===== config.mk =====
export PLATFORM = sky130hd
export DESIGN_NAME = mem_access
export DESIGN_NICKNAME = d
export VERILOG_FILES = /design/src/rtl/mem_access.sv
export SDC_FILE = /design/constraint.sdc
export NUM_CORES = 1
export LEC_CHECK = 0
export ABC_AREA = 1
export ABC_CLOCK_PERIOD_IN_PS = 4600
export CAP_MARGIN = 20
export CORE_AREA = 10 10 248 250
export DETAILED_ROUTE_END_ITERATION = 10
export DIE_AREA = 0 0 258 260
export PLACE_DENSITY_LB_ADDON = 0.25
export RECOVER_POWER = 50
export SLEW_MARGIN = 10
export SYNTH_ARGS = -nofsm -noshare
export SYNTH_HDL_FRONTEND = slang
export SYNTH_SLANG_ARGS = --single-unit

===== constraint.sdc =====
create_clock -name clk -period 4.6 [get_ports clk]
set_input_delay 0.92 -clock clk [delete_from_list [all_inputs] [get_ports clk]]
set_output_delay 0.92 -clock clk [all_outputs]
set_load 0.02 [all_outputs]

===== src/rtl/mem_access.sv =====
// rtl/mem_access.sv - memory stage: bus load/store issue, load alignment/extension, mem_wb and forward outputs
// Optional misaligned-access trap enabled by defining MEM_MISALIGN_TRAP_EN.
module mem_access #(
  parameter int XLEN          = 64,
  parameter int ADDR_MASK_LSB = 3
) (
  input  logic                clk,
  input  logic                rst_n,
  input  logic [31:0]         ex_mem_inst,
  input  logic [XLEN-1:0]     ex_mem_inst_pc,
  input  logic                ex_mem_valid,
  input  logic [XLEN-1:0]     ex_mem_alu_result,
  input  logic [XLEN-1:0]     ex_mem_write_mem_data,
  input  logic                advance,
  input  logic                flush,
  output logic [31:0]         mem_wb_inst,
  output logic [XLEN-1:0]     mem_wb_inst_pc,
  output logic                mem_wb_valid,
  output logic [XLEN-1:0]     mem_wb_result,
  output logic                forward_reg_write_enable,
  output logic [4:0]          forward_reg_dest_addr,
  output logic [XLEN-1:0]     forward_reg_write_data,
  output logic                ok,
`ifdef MEM_MISALIGN_TRAP_EN
  output logic                misalign,
`endif
  output logic                dreq_valid,
  output logic [XLEN-1:0]     dreq_addr,
  output logic [2:0]          dreq_size,
  output logic [XLEN/8-1:0]   dreq_strobe,
  output logic [XLEN-1:0]     dreq_data,
  input  logic                dresp_data_ok,
  input  logic [XLEN-1:0]     dresp_data
);

  localparam int NB = XLEN / 8;

  typedef enum logic [1:0] {IDLE, WAIT, DONE} state_t;

  state_t state, next_state;

  logic [XLEN-1:0]          req_addr_q;
  logic [1:0]               req_size_q;
  logic                     req_uns_q;
  logic                     req_is_load_q;
  logic [NB-1:0]            req_strobe_q;
  logic [XLEN-1:0]          req_data_q;
  logic [XLEN-1:0]          load_buf_q;
  logic                     killed_q;
  logic                     trap_q;

  logic [6:0]               opcode;
  logic                     is_load, is_store, is_mem, writes_rd;
  logic [1:0]               sz;
  logic                     uns;
  logic [ADDR_MASK_LSB-1:0] off;
  logic [NB-1:0]            cur_strobe;
  logic [XLEN-1:0]          cur_data;
  logic                     mis_now;

  logic                     issue, load_cap, kill_set, mis_set;
  logic [XLEN-1:0]          load_next;
  logic [XLEN-1:0]          result;

  function automatic logic [NB-1:0] size_mask(input logic [1:0] s);
    case (s)
      2'd0:    size_mask = NB'(8'h01);
      2'd1:    size_mask = NB'(8'h03);
      2'd2:    size_mask = NB'(8'h0F);
      default: size_mask = NB'(8'hFF);
    endcase
  endfunction

  function automatic logic [XLEN-1:0] load_extend(input logic [XLEN-1:0] word,
                                                  input logic [ADDR_MASK_LSB-1:0] o,
                                                  input logic [1:0] s,
                                                  input logic u);
    logic [XLEN-1:0] sh;
    sh = word >> {o, 3'b000};
    case (s)
      2'd0:    load_extend = {{(XLEN-8){sh[7] & ~u}}, sh[7:0]};
      2'd1:    load_extend = {{(XLEN-16){sh[15] & ~u}}, sh[15:0]};
      2'd2:    load_extend = {{(XLEN-32){sh[31] & ~u}}, sh[31:0]};
      default: load_extend = sh;
    endcase
  endfunction

  assign opcode     = ex_mem_inst[6:0];
  assign is_load    = (opcode == 7'b0000011);
  assign is_store   = (opcode == 7'b0100011);
  assign is_mem     = is_load | is_store;
  assign sz         = ex_mem_inst[13:12];
  assign uns        = ex_mem_inst[14];
  assign off        = ex_mem_alu_result[ADDR_MASK_LSB-1:0];
  assign cur_strobe = is_store ? (size_mask(sz) << off) : '0;
  assign cur_data   = is_store ? (ex_mem_write_mem_data << {off, 3'b000}) : '0;

`ifdef MEM_MISALIGN_TRAP_EN
  always_comb begin
    case (sz)
      2'd0:    mis_now = 1'b0;
      2'd1:    mis_now = off[0];
      2'd2:    mis_now = |off[1:0];
      default: mis_now = |off;
    endcase
  end
  assign misalign = trap_q;
`else
  assign mis_now = 1'b0;
`endif

  always_comb begin
    writes_rd = 1'b0;
    case (opcode)
      7'b0000011, 7'b0010011, 7'b0011011, 7'b0110011, 7'b0111011,
      7'b0110111, 7'b0010111, 7'b1101111, 7'b1100111: writes_rd = 1'b1;
      default: writes_rd = 1'b0;
    endcase
  end

  always_ff @(posedge clk or negedge rst_n) begin
    if (!rst_n) begin
      state         <= IDLE;
      req_addr_q    <= '0;
      req_size_q    <= '0;
      req_uns_q     <= 1'b0;
      req_is_load_q <= 1'b0;
      req_strobe_q  <= '0;
      req_data_q    <= '0;
      load_buf_q    <= '0;
      killed_q      <= 1'b0;
      trap_q        <= 1'b0;
    end else begin
      state <= next_state;
      if (issue) begin
        req_addr_q    <= ex_mem_alu_result;
        req_size_q    <= sz;
        req_uns_q     <= uns;
        req_is_load_q <= is_load;
        req_strobe_q  <= cur_strobe;
        req_data_q    <= cur_data;
      end
      if (load_cap) load_buf_q <= load_next;
      if (kill_set) killed_q <= 1'b1;
      if (mis_set)  trap_q   <= 1'b1;
      if (next_state == IDLE) begin
        killed_q <= 1'b0;
        trap_q   <= 1'b0;
      end
    end
  end

  // Outputs are forced quiet while reset is asserted, even if ex_mem still carries a memory op.
  always_comb begin
    next_state  = state;
    dreq_valid  = 1'b0;
    dreq_addr   = '0;
    dreq_size   = '0;
    dreq_strobe = '0;
    dreq_data   = '0;
    ok          = 1'b0;
    result      = ex_mem_alu_result;
    issue       = 1'b0;
    load_cap    = 1'b0;
    kill_set    = 1'b0;
    mis_set     = 1'b0;
    load_next   = load_extend(dresp_data, req_addr_q[ADDR_MASK_LSB-1:0], req_size_q, req_uns_q);
    if (rst_n) begin
      case (state)
        IDLE: begin
          if (ex_mem_valid && is_mem && !flush) begin
            if (mis_now) begin
              mis_set    = 1'b1;
              next_state = DONE;
            end else begin
              issue       = 1'b1;
              dreq_valid  = 1'b1;
              dreq_addr   = ex_mem_alu_result;
              dreq_size   = {1'b0, sz};
              dreq_strobe = cur_strobe;
              dreq_data   = cur_data;
              if (dresp_data_ok) begin
                load_cap   = 1'b1;
                load_next  = load_extend(dresp_data, off, sz, uns);
                next_state = DONE;
              end else begin
                next_state = WAIT;
              end
            end
          end else begin
            ok = 1'b1;
          end
        end
        WAIT: begin
          dreq_valid  = 1'b1;
          dreq_addr   = req_addr_q;
          dreq_size   = {1'b0, req_size_q};
          dreq_strobe = req_strobe_q;
          dreq_data   = req_data_q;
          if (flush) kill_set = 1'b1;
          if (dresp_data_ok) begin
            load_cap   = 1'b1;
            next_state = (killed_q || flush) ? IDLE : DONE;
          end
        end
        DONE: begin
          ok     = 1'b1;
          result = (req_is_load_q && !trap_q) ? load_buf_q : ex_mem_alu_result;
          if (advance || flush) next_state = IDLE;
        end
        default: next_state = IDLE;
      endcase
    end
  end

  assign mem_wb_inst              = ex_mem_inst;
  assign mem_wb_inst_pc           = ex_mem_inst_pc;
  assign mem_wb_valid             = ex_mem_valid & ok & ~(killed_q | flush);
  assign mem_wb_result            = result;
  assign forward_reg_dest_addr    = ex_mem_inst[11:7];
  assign forward_reg_write_data   = result;
  assign forward_reg_write_enable = mem_wb_valid & writes_rd & ~trap_q & (ex_mem_inst[11:7] != 5'd0);

endmodule


==> results.sh <==
export IMPL_status="complete, but fails checks"
export IMPL_violations="max-capacitance violations, max-slew violations"
export IMPL_cts_htree_levels=1
export IMPL_die_w_um=258
export IMPL_synth_top_family_by_area="simple AND/OR/NAND/NOR gates"
export IMPL_post_cts_buffers=0
export IMPL_worstPathArrival_ns=3.47
export IMPL_fp_dieH_um=260
export IMPL_period_needed_ns=4.386
export IMPL_yosysWarnings=0
export IMPL_grt_overflow=0
export IMPL_reg2reg_to="load_buf_q[27]"
export IMPL_initial_utilization_pct=32.87
export IMPL_ys_flop_type="dfrtp_1"
export IMPL_drtAntennaViolNets=0
export IMPL_slew_violations=42
export IMPL_layout_area_overhead_vs_synth_pct=27.32
export IMPL_core_area_sq_um=56280
export IMPL_ff2ff_setup_slack_ns=1.14
export IMPL_wl_per_cell_um=21.99
export IMPL_cts_tree="yes"
export IMPL_ys_types=43
export IMPL_first_iter_violations=2287
export IMPL_drt_vias_per_instance=5.306
export IMPL_finalCritPeriodShare_pct=95.34
export IMPL_placed_cell_area_sq_um=22670
export IMPL_nets=3563
export IMPL_antenna_found_initial=16
export IMPL_place_inst=3996
export IMPL_ctsResizeCount=0
export IMPL_synth_cells=3063
export IMPL_fin_hold_ws_ns=0.4813
export IMPL_nFillCells=6066
export IMPL_cap_violations=1
export IMPL_fmax_mhz=228.0
export IMPL_synthTopCellsByArea="dfrtp_1 (28%), nand2_1 (22%), buf_4 (7.2%)"
export IMPL_syn_area_sq_um=18500
export IMPL_path_cells="clkdlybuf4s50_1, nand2_1, nor2_4, buf_4, nand2_4, nand2_2, nand3_4, inv_2, buf_12, nand2_1, a21oi_1, clkdlybuf4s50_1"
export IMPL_clockBufferDepth=3
export IMPL_postCtsHoldBufs=0
export IMPL_rsz0062_at_grt="no"
export IMPL_timing_worst_slew_pin_value_ns=1.712
export IMPL_total_power_mw=5.499
export IMPL_async_reset_ff_share_pct=100.0
export IMPL_postRouteWirelength_mm=89.18
export IMPL_dp_slack_ns=0.09572
export IMPL_drive_gt1_share_pct=5.201
export IMPL_cts_buffers=27
export IMPL_synth_top_area_share_pct=28.00
export IMPL_cp_slowest_cell="clkdlybuf4s50_1"
export IMPL_synth_simple_area_share_pct=35.76
export IMPL_hold_end="load_buf_q[54]"
export IMPL_track_usage_pct=25.20
export IMPL_reg2reg_depth=9
export IMPL_whs_path_depth=2
export IMPL_cp_max_fo=43
export IMPL_place_hpwl_mm=67.87
export IMPL_utilization_pct=41.85
export IMPL_fp_row_count=87
export IMPL_p_per_area_nw_per_um2=233.5
export IMPL_num_vias=21520
export IMPL_setup_viol=0
export IMPL_yosys_area_top_type="dfrtp_1"
export IMPL_final_cell_count_no_fill=4056
export IMPL_clock_latency_ns=0.56
export IMPL_ys_seq_area_share_pct=28.00
export IMPL_finalSetupTns_ns=0
export IMPL_slew_headroom_pct=-14.16
export IMPL_end_kind="output port"
export IMPL_dieArea_sq_um=67080
export IMPL_synthAdderAreaFrac_pct=0
export IMPL_synth_compound_area_share_pct=18.83
export IMPL_grt_pass1_vias=20080
export IMPL_hold_path_class="reg -> reg"
export IMPL_slowest_delay_ns=0.66
export IMPL_ys_ff_latch=207
export IMPL_syn_nets=3357
export IMPL_synth_edf_count=0
export IMPL_dr_pass1_iters=7
export IMPL_cp_start_kind="input pin"
export IMPL_r2r_start="state[1]"
export IMPL_hp_start="load_buf_q[54]"
export IMPL_crit_required_ns=3.68
export IMPL_finalInstanceArea_sq_um=23550
export IMPL_clock_sinks=207
export IMPL_fin_skew_ns=0.02607
export IMPL_post_route_drc_count=0
export IMPL_grt_pass1_wl_mm=131.7
export IMPL_hold_viol=0
export IMPL_worst_slack_ns=0.2143
export IMPL_power_leakage_nw=10.71
export IMPL_synthMostInstantiatedCell="nand2_1"
export IMPL_path_class="in -> out"
export IMPL_ios=666
export IMPL_cts_reportedPaths_clkPinSlew_ns=0.06
export IMPL_yosys_top_cells_count="nand2_1 (1086), nor2_1 (284), a21oi_1 (248), o21ai_0 (246), nand3_1 (220)"
export IMPL_ir_drop_mv=0.2516
export IMPL_synth_xor_area_share_pct=0
export IMPL_cts_root_buf="clkbuf_16"
export IMPL_gp_congestion=0.9931
export IMPL_portBuffers=502
export IMPL_synth_mux_area_share_pct=0.5411
export IMPL_avgSynthCellArea_sq_um=6.039
export IMPL_grt_max_degree=90
==> cell type report <==
cell class	count	area (sq um)	share of cell area (%)
diodes	12	30.03	0.1275
clock buffers	39	780.7	3.315
clock inverters	9	106.4	0.4516
inverters	163	618.1	2.624
multi-input cells	2297	10200	43.30
flip-flops and latches	207	5182	22.01
well taps	756	945.9	4.016
repair buffers	573	5689	24.16
==> kinds of logic after synthesis <==
group	after synthesis
AO/OA/AOI/OAI	649
other	1
AND/OR/NAND/NOR	1637
buffers and inverters	559
flip-flops	207
multiplexers	10
==> layout by cell type, fill, tap and decap left out, drive strengths merged, types with 10 or more instances in the layout <==
cell type	synthesis	layout
buf	302	70
dfrtp	207	207
clkbuf	94	45
clkdlybuf4s50	0	495
nor2	292	292
nor3	10	10
nand2	1094	1094
o21ai	316	316
o211ai	65	65
nand3	226	226
diode	0	12
mux2i	10	10
inv	162	162
a21oi	248	248
==> state kept, by name, summed over array words and instances (netlist names) <==
name	flops
killed_q	1
load_buf_q	64
req_addr_q	64
req_data_q	64
req_is_load_q	1
req_size_q	2
req_strobe_q	8
req_uns_q	1
state	2
==> worst max path at each step <==
stage / to / startpoint / cells past startpoint / slack, ns
after floorplan: mem_wb_result[14] / rst_n / 7 / 1.29
after global placement: dreq_addr[3] / ex_mem_inst[0] / 12 / 0.12
after detailed placement: dreq_addr[3] / ex_mem_inst[0] / 12 / 0.1
after CTS: dreq_addr[3] / ex_mem_inst[0] / 12 / 0.09
after global routing: dreq_data[20] / ex_mem_inst[0] / 13 / 0.02
final: dreq_addr[22] / ex_mem_inst[0] / 12 / 0.21
==> where the power goes <==
group	switching, mW	total, mW	internal, mW	leakage [nW]
logic	0.911	1.43	0.523	7.46
registers	0.0519	1.93	1.88	2.83
clock network	0.849	2.13	1.28	0.428
==> layer usage <==
metal | global-route usage [%] | vias up | part of all wire, %
met1 | 33.92 | 10010 | 43
met4 | 9.378 | 8 | 3.3
met3 | 6.818 | 177 | 11
met2 | 37.90 | 1180 | 43
li1 | - | 10150 | -
met5 | 0 | - | 0.062
==> critical path, delay by kind of cell <==
| kind | cells | cell delay, ns |
|---|---|---|
| buffers and inverters | 5 | 1.63 |
| and+or+nand+nor | 6 | 0.63 |
| AOI/OAI and AO/OA | 1 | 0.24 |
No activity file was read; power rests on OpenSTA's default activity.
